`src/rtl/parc_core_dpath_wb_arb.sv`:
```
// rtl/parc_core_dpath_wb_arb.sv - regfile write-port arbiter and long-op scoreboard
module parc_core_dpath_wb_arb #(
    parameter int MAX_WAIT = 4,
    parameter int WAIT_W   = 3
) (
    input  logic        clk,
    input  logic        reset,
    input  logic        pipe_wen,
    input  logic [4:0]  pipe_waddr,
    input  logic [31:0] pipe_wdata,
    input  logic        long_issue_val,
    input  logic [4:0]  long_issue_waddr,
    output logic        long_issue_rdy,
    input  logic        long_resp_val,
    input  logic [4:0]  long_resp_waddr,
    input  logic [31:0] long_resp_wdata,
    output logic        long_resp_rdy,
    input  logic [4:0]  raddr0,
    input  logic [4:0]  raddr1,
    output logic        busy0,
    output logic        busy1,
    output logic        stall_pipe,
    output logic        rf_wen_p,
    output logic [4:0]  rf_waddr_p,
    output logic [31:0] rf_wdata_p
);

    logic [31:0]       pending;
    logic              hold_val;
    logic [4:0]        hold_waddr;
    logic [31:0]       hold_wdata;
    logic [WAIT_W-1:0] wait_cnt;

    logic force_hold;
    logic pipe_win;
    logic drain;
    logic accept;
    logic issue_fire;

    // The held result forces its way in once it has lost MAX_WAIT times.
    assign force_hold = hold_val && (wait_cnt == WAIT_W'(MAX_WAIT));
    assign pipe_win   = pipe_wen && !force_hold;
    assign drain      = hold_val && !pipe_win;
    assign stall_pipe = force_hold && pipe_wen;

    assign long_resp_rdy  = !hold_val || drain;
    assign accept         = long_resp_val && long_resp_rdy;
    assign long_issue_rdy = !pending[long_issue_waddr];
    assign issue_fire     = long_issue_val && long_issue_rdy && (long_issue_waddr != 5'd0);

    assign busy0 = (raddr0 != 5'd0) && pending[raddr0];
    assign busy1 = (raddr1 != 5'd0) && pending[raddr1];

    always_comb begin
        rf_wen_p   = 1'b0;
        rf_waddr_p = 5'd0;
        rf_wdata_p = 32'd0;
        // Reset is asynchronous, so the write port is blocked combinationally too.
        if (reset) begin
            if (pipe_win) begin
                rf_wen_p   = 1'b1;
                rf_waddr_p = pipe_waddr;
                rf_wdata_p = pipe_wdata;
            end else if (hold_val) begin
                rf_wen_p   = 1'b1;
                rf_waddr_p = hold_waddr;
                rf_wdata_p = hold_wdata;
            end
        end
    end

    always_ff @(posedge clk or negedge reset) begin
        if (!reset) begin
            pending    <= 32'd0;
            hold_val   <= 1'b0;
            hold_waddr <= 5'd0;
            hold_wdata <= 32'd0;
            wait_cnt   <= '0;
        end else begin
            begin : scoreboard
                logic [31:0] pend_next;
                pend_next = pending;
                if (drain)
                    pend_next[hold_waddr] = 1'b0;
                if (issue_fire)
                    pend_next[long_issue_waddr] = 1'b1;
                pending <= pend_next;
            end

            if (accept) begin
                hold_val   <= 1'b1;
                hold_waddr <= long_resp_waddr;
                hold_wdata <= long_resp_wdata;
            end else if (drain) begin
                hold_val <= 1'b0;
            end

            if (drain)
                wait_cnt <= '0;
            else if (hold_val && pipe_win)
                wait_cnt <= wait_cnt + WAIT_W'(1);
        end
    end

endmodule

```
`config.mk`:
```
export PLATFORM = sky130hd
export DESIGN_NAME = parc_core_dpath_wb_arb
export DESIGN_NICKNAME = d
export VERILOG_FILES = /design/src/rtl/parc_core_dpath_wb_arb.sv
export SDC_FILE = /design/constraint.sdc
export NUM_CORES = 1
export LEC_CHECK = 0
export ABC_CLOCK_PERIOD_IN_PS = 2200
export BUFFER_PORTS_ARGS = -buffer_cell sky130_fd_sc_hd__buf_2
export CAP_MARGIN = 10
export CORE_ASPECT_RATIO = 1.75
export CORE_MARGIN = 4
export CORE_UTILIZATION = 52
export CTS_CLUSTER_SIZE = 12
export DETAILED_ROUTE_END_ITERATION = 16
export GPL_TIMING_DRIVEN = 0
export PLACE_DENSITY = 0.87
export SETUP_SLACK_MARGIN = 0.15
export SLEW_MARGIN = 20
export SYNTH_ARGS = -nofsm -noshare
export SYNTH_HDL_FRONTEND = slang
export SYNTH_SLANG_ARGS = --single-unit
```
`constraint.sdc`:
```
create_clock -name clk -period 2.2 [get_ports clk]
set_clock_uncertainty 0.05 [all_clocks]
set_input_delay 0.22 -clock clk [delete_from_list [all_inputs] [get_ports clk]]
set_output_delay 0.22 -clock clk [all_outputs]
set_load 0.01 [all_outputs]
```
# Yosys cells after proc, flatten, opt, wreduce, memory -nomap -nowiden
# Cells that the tools add are included.
# word_totals
register_bits,73
out_inout_bits,43
elab_cells,63
inputBits,94
# op_classes
bitwise_logic,3
mux,25
eq_ne,1
order_cmp,6
n_addsub,1
reduce_logical,22
# ops
operator,count
$mux W32,5
$and A32 B32 Y32,1
$not A32 Y32,1
$or A32 B32 Y32,1
$lt A5 B6 Y1 const B,4
$bmux W1 S5,3
$mux W5,3
$reduce_bool A5 Y1,3
$logic_and A1 B1 Y1,12
$demux W1 S5,2
$ge A5 B1 Y1 const B,2
$mux W1,10
$mux W3,2
$logic_not A1 Y1,4
$reduce_bool A2 Y1,2
$add A3 B1 Y3 const B,1
$eq A3 B3 Y1 const B,1
$logic_or A1 B1 Y1,1

# Logic depth before layout (Yosys ltp)
# logic_depth
ltp_word,9
ltp_mapped,8
mapped_depth_nobuf,6

# Worst setup path after synthesis
# OpenSTA, ideal clock, no wires.
# synth_path
path_kind,register to output
start,register wait_cnt[0]
end,output rf_wdata_p[12]
path_slack_ns,0.226
path_buffers,2
t_arrival_ns,1.704
path_stages_with_launch,9
required_ns,1.930
path_cell_list,dfrtp_1 inv_1 ha_1 nand3_1 and2_1 buf_2 buf_1 nand2_1 a21boi_0
# synth_via
elab_chain_len,6
# synth_lines
element,line_no,rtl
from (decl),32,logic [WAIT_W-1:0] wait_cnt;
from (signal assigned),101,wait_cnt <= wait_cnt + WAIT_W'(1);
$eq A3 B3 Y1,41,assign force_hold = hold_val && (wait_cnt == WAIT_W'(MAX_WAIT));
$logic_and A1 B1 Y1,41,
$logic_not A1 Y1,42,assign pipe_win = pipe_wen && !force_hold;
$logic_and A1 B1 Y1,42,
$mux W32,60,if (pipe_win) begin
$mux W32,59,if (reset) begin
to (decl),25,output logic [31:0] rf_wdata_p
# No other way between the ends.

# Worst setup path in the final report
# layout_path
start,register wait_cnt[1]
end,output rf_waddr_p[1]
# layout_via
elab_chain_len,6
# layout_lines
element,line_no,rtl
$eq A3 B3 Y1,41,
$logic_and A1 B1 Y1,41,
$logic_not A1 Y1,42,
$logic_and A1 B1 Y1,42,
$mux W5,60,
$mux W5,59,
to (decl),24,"output logic [4:0] rf_waddr_p,"
# No other way between the ends.

==> results.md <==
* HPWL after detailed placement at 10.1 mm
* HP Start: long_resp_waddr[2]
* Critical Path RT at 1930 ps
* Worst Slack Setup Final at 45.6 ps
* Slew margin rel. at 32.5%
* Launching point of the worst reg2reg path: wait_cnt[0]$_DFFE_PN0P_
* Mux cell area share after synthesis at 22.2%
* DRC marker count from the first detailed-route iteration at 361
* # clock sinks at 73
* Grt ovf at 0
* CP top delay family: buffers and inverters
* Worst Max-Slew Pin Slew at 1010 ps
* RSZ-0062 raised after global routing: yes
* Crit path time final at 2150 ps
* Total CTS buffers at 9
* Routed WL per cell at 19.3 um
* Hold Path Class: primary input to flip-flop
* Critical path class: flip-flop to output pin
* Final core occ at 73.5%
* TritonCTS clock tree: built
* # DRC at 0
* Yosys reg bits at 73
* Flop2flop setup slack at 200 ps
* Final max-slew violation count at 0
* Syn. warnings at 0
* Die Ht at 132 um
* Clk root buf: clkbuf_16
* Max-cap violation count at 0
* Largest family of logic cells by synthesized area: multiplexers
* Vias at 4404
* Startpoint types: flip-flop
* Hold path endpoint: hold_waddr[2]$_DFFE_PN0P_
* Crit path launch: wait_cnt[1]$_DFFE_PN0P_
* Hold WS at 57.1 ps
* Post-route ant nets at 0
* Gr usage total at 27.6%
* Placed Area at 5420 sq um
* Initial Util at 52.9%
* Gp weighted congestion at 0.876
* Final Hold Fails at 0
* Syn Std Cell Area at 4590 sq um
* Crit path cell chain: inv_2, ha_4, nand3_4, and2_4, bufbuf_16, nand2_1, a21boi_1, buf_2
* Adder-Cell Fraction of Synth Area at 0.545%
* Number of buffers and inverters on the critical path at 3
* Vias in the first global route at 4621
* WHS Path Cells at 2
* IO Port Bufs at 130
* Worst-path maximum fanout at 5
* Synth top area cells: dfrtp_1 40%, mux2_2 11%, mux4_2 9.3%
* Initial antenna violation count at 0
* CP max-delay cell: dfrtp_1
* Reg2Reg Depth at 6
* Num rows at 45
* Syn nets at 543
* Post-layout nets at 720
* Cell Pwr Density at 851 nW/um^2
* Drt total wl at 14.4 mm
* Die ar. at 10500 sq um
* Status: finished clean
* First-pass GRT wire length at 22.8 mm
* Worst-path clk slew at 60 ps
* Clock Path Buffers at 2
* Antenna Cells at 0
* Synth Area in Simple Gates at 16.9%
* Layout cell share with drive strength beyond 1 at 49.8%
* Worst EP arrival at 1880 ps
* Area growth, synth to finish at 38.9%
* Final Instance Area at 6380 sq um
* Post-DR vias/cell at 5.90
* Main flop type after synthesis: dfrtp_1
* Leakage at 2.90 nW
* Async SR Flop Fraction at 100%
* Final setup violation count at 0
* R2R Path End: pending[20]$_DFF_PN0_
* CTS H-tree depth at 3
* Cells after Synth at 447
* EDFF count, synth at 0
* First-pass detailed-route iteration total at 5
* Die W at 79.0 um
* TNS Setup at 0 ps
* IO Pins at 137
* Period utilization at 97.9%
* Fmax at 0.464 GHz
* Largest net degree at the start of global routing at 47
* Endpoint type of the worst setup path: output pin
* Core region area at 8670 sq um
* Yosys top cell area share at 39.8%
* XOR/XNOR Fraction of Synth Area at 0%
* VDD IR max at 0.554 mV
* Skew-Pair Late Insertion Delay at 340 ps
* Critical path's largest stage delay at 370 ps
* Synth unique cells at 48
* Cell taking the most area after synthesis: dfrtp_1
* Sequential-to-total area share from yosys stat at 39.8%
* Synthesized area per cell at 10.3 sq um
* Dpl ws at -145 ps
* Post-synthesis compound-gate area fraction at 15.9%
## stage by stage
step / power, mW / instances
floorplan: 3.02 / 447
global placement: 3.45 / 694
detailed placement: 3.54 / 695
CTS: 5.27 / 737
global route: 5.68 / 746
finish: 5.42 / 746
## registers in the layout, indices dropped and copies added, names as in the netlist
register	flops
pending	32
hold_val	1
hold_wdata	32
hold_waddr	5
wait_cnt	3
## cell usage in the layout (no fill, tap or decap), types with 5 or more instances in the layout
master	instances
dfrtp_1	72
buf_6	11
mux2_2	41
clkbuf_1	9
a21boi_2	11
nand3_1	39
clkbuf_16	10
buf_2	134
mux4_2	20
nor3b_1	5
buf_4	25
mux2i_1	8
a21boi_1	24
a21boi_0	5
a22o_1	16
inv_1	13
nand2_2	10
o21ai_0	23
nand2_1	50
nand2b_1	8
## cells in the mapped netlist, types with 2 or more instances
cell,number
dfrtp_1,73
nand2_1,65
mux2_2,43
nand3_1,42
a21boi_0,38
o21ai_0,23
mux4_2,19
clkbuf_1,18
a22o_1,16
inv_1,15
mux2i_1,8
nand2b_1,8
nor3b_1,7
buf_1,6
buf_2,5
a31oi_1,4
buf_4,4
nor2_1,4
o31ai_1,4
nand4_1,3
nor2b_1,3
nor3_2,3
o21ai_1,3
a21boi_1,2
a221o_1,2
a32oi_1,2
and3b_1,2
ha_1,2
nor3_1,2
o211ai_1,2
o2bb2ai_1,2
## area by class of cell
type                            instances  area [sq um]
Buffer                                 34           251
Clock buffer                            9           225
Clock inverter                          7          80.1
Fill cell                             586          2290
Inverter                               16          60.1
Multi-Input combinational cell        324          2720
Sequential cell                        73          1830
Tap cell                              117           146
Timing Repair Buffer                  166          1070
## worst max-delay path by stage
stage                                 to  slack (ps)  depth (start not counted)
after global placement     rf_wdata_p[7]        -670                          5
after global routing      rf_wdata_p[10]         -20                          9
after floorplan           rf_wdata_p[12]         230                          8
after CTS                 long_issue_rdy          90                          5
final                      rf_waddr_p[1]          50                          8
after detailed placement  rf_wdata_p[14]        -150                          9
## kinds of logic after synthesis
logic type	Yosys count
muxes	71
AOI/OAI and AO/OA	102
DFF	73
and+or+nand+nor	149
buffers and inverters	50
adders and majority gates	2
## where the power goes
group / internal (mW) / switching, mW / leakage (nW) / total (mW)
combinational: 1.08 / 0.842 / 1.88 / 1.92
clock: 0.887 / 0.602 / 0.142 / 1.49
sequential: 1.70 / 0.307 / 0.880 / 2.01
total: 3.67 / 1.75 / 2.90 / 5.42
## metal layers
metal  wire length, um  up-vias  track usage [%]
met5                 0        -                0
met4               569        0             13.4
met1              5150     2118             31.6
li1                  -     1995                -
met3               904       53             4.45
met2              7780      238             49.0
## timing repair
action                                  4_1_cts  5_1_grt
endpoints found under the setup margin       84       75
pin swaps                                     9       20
gates cloned                                  3        1
gates resized for setup                      67       59
hold buffers                                  5        0
hold endpoints to repair                     27        0
buffers inserted                             18        8
Note: power is estimated with default switching activity, not from simulation.
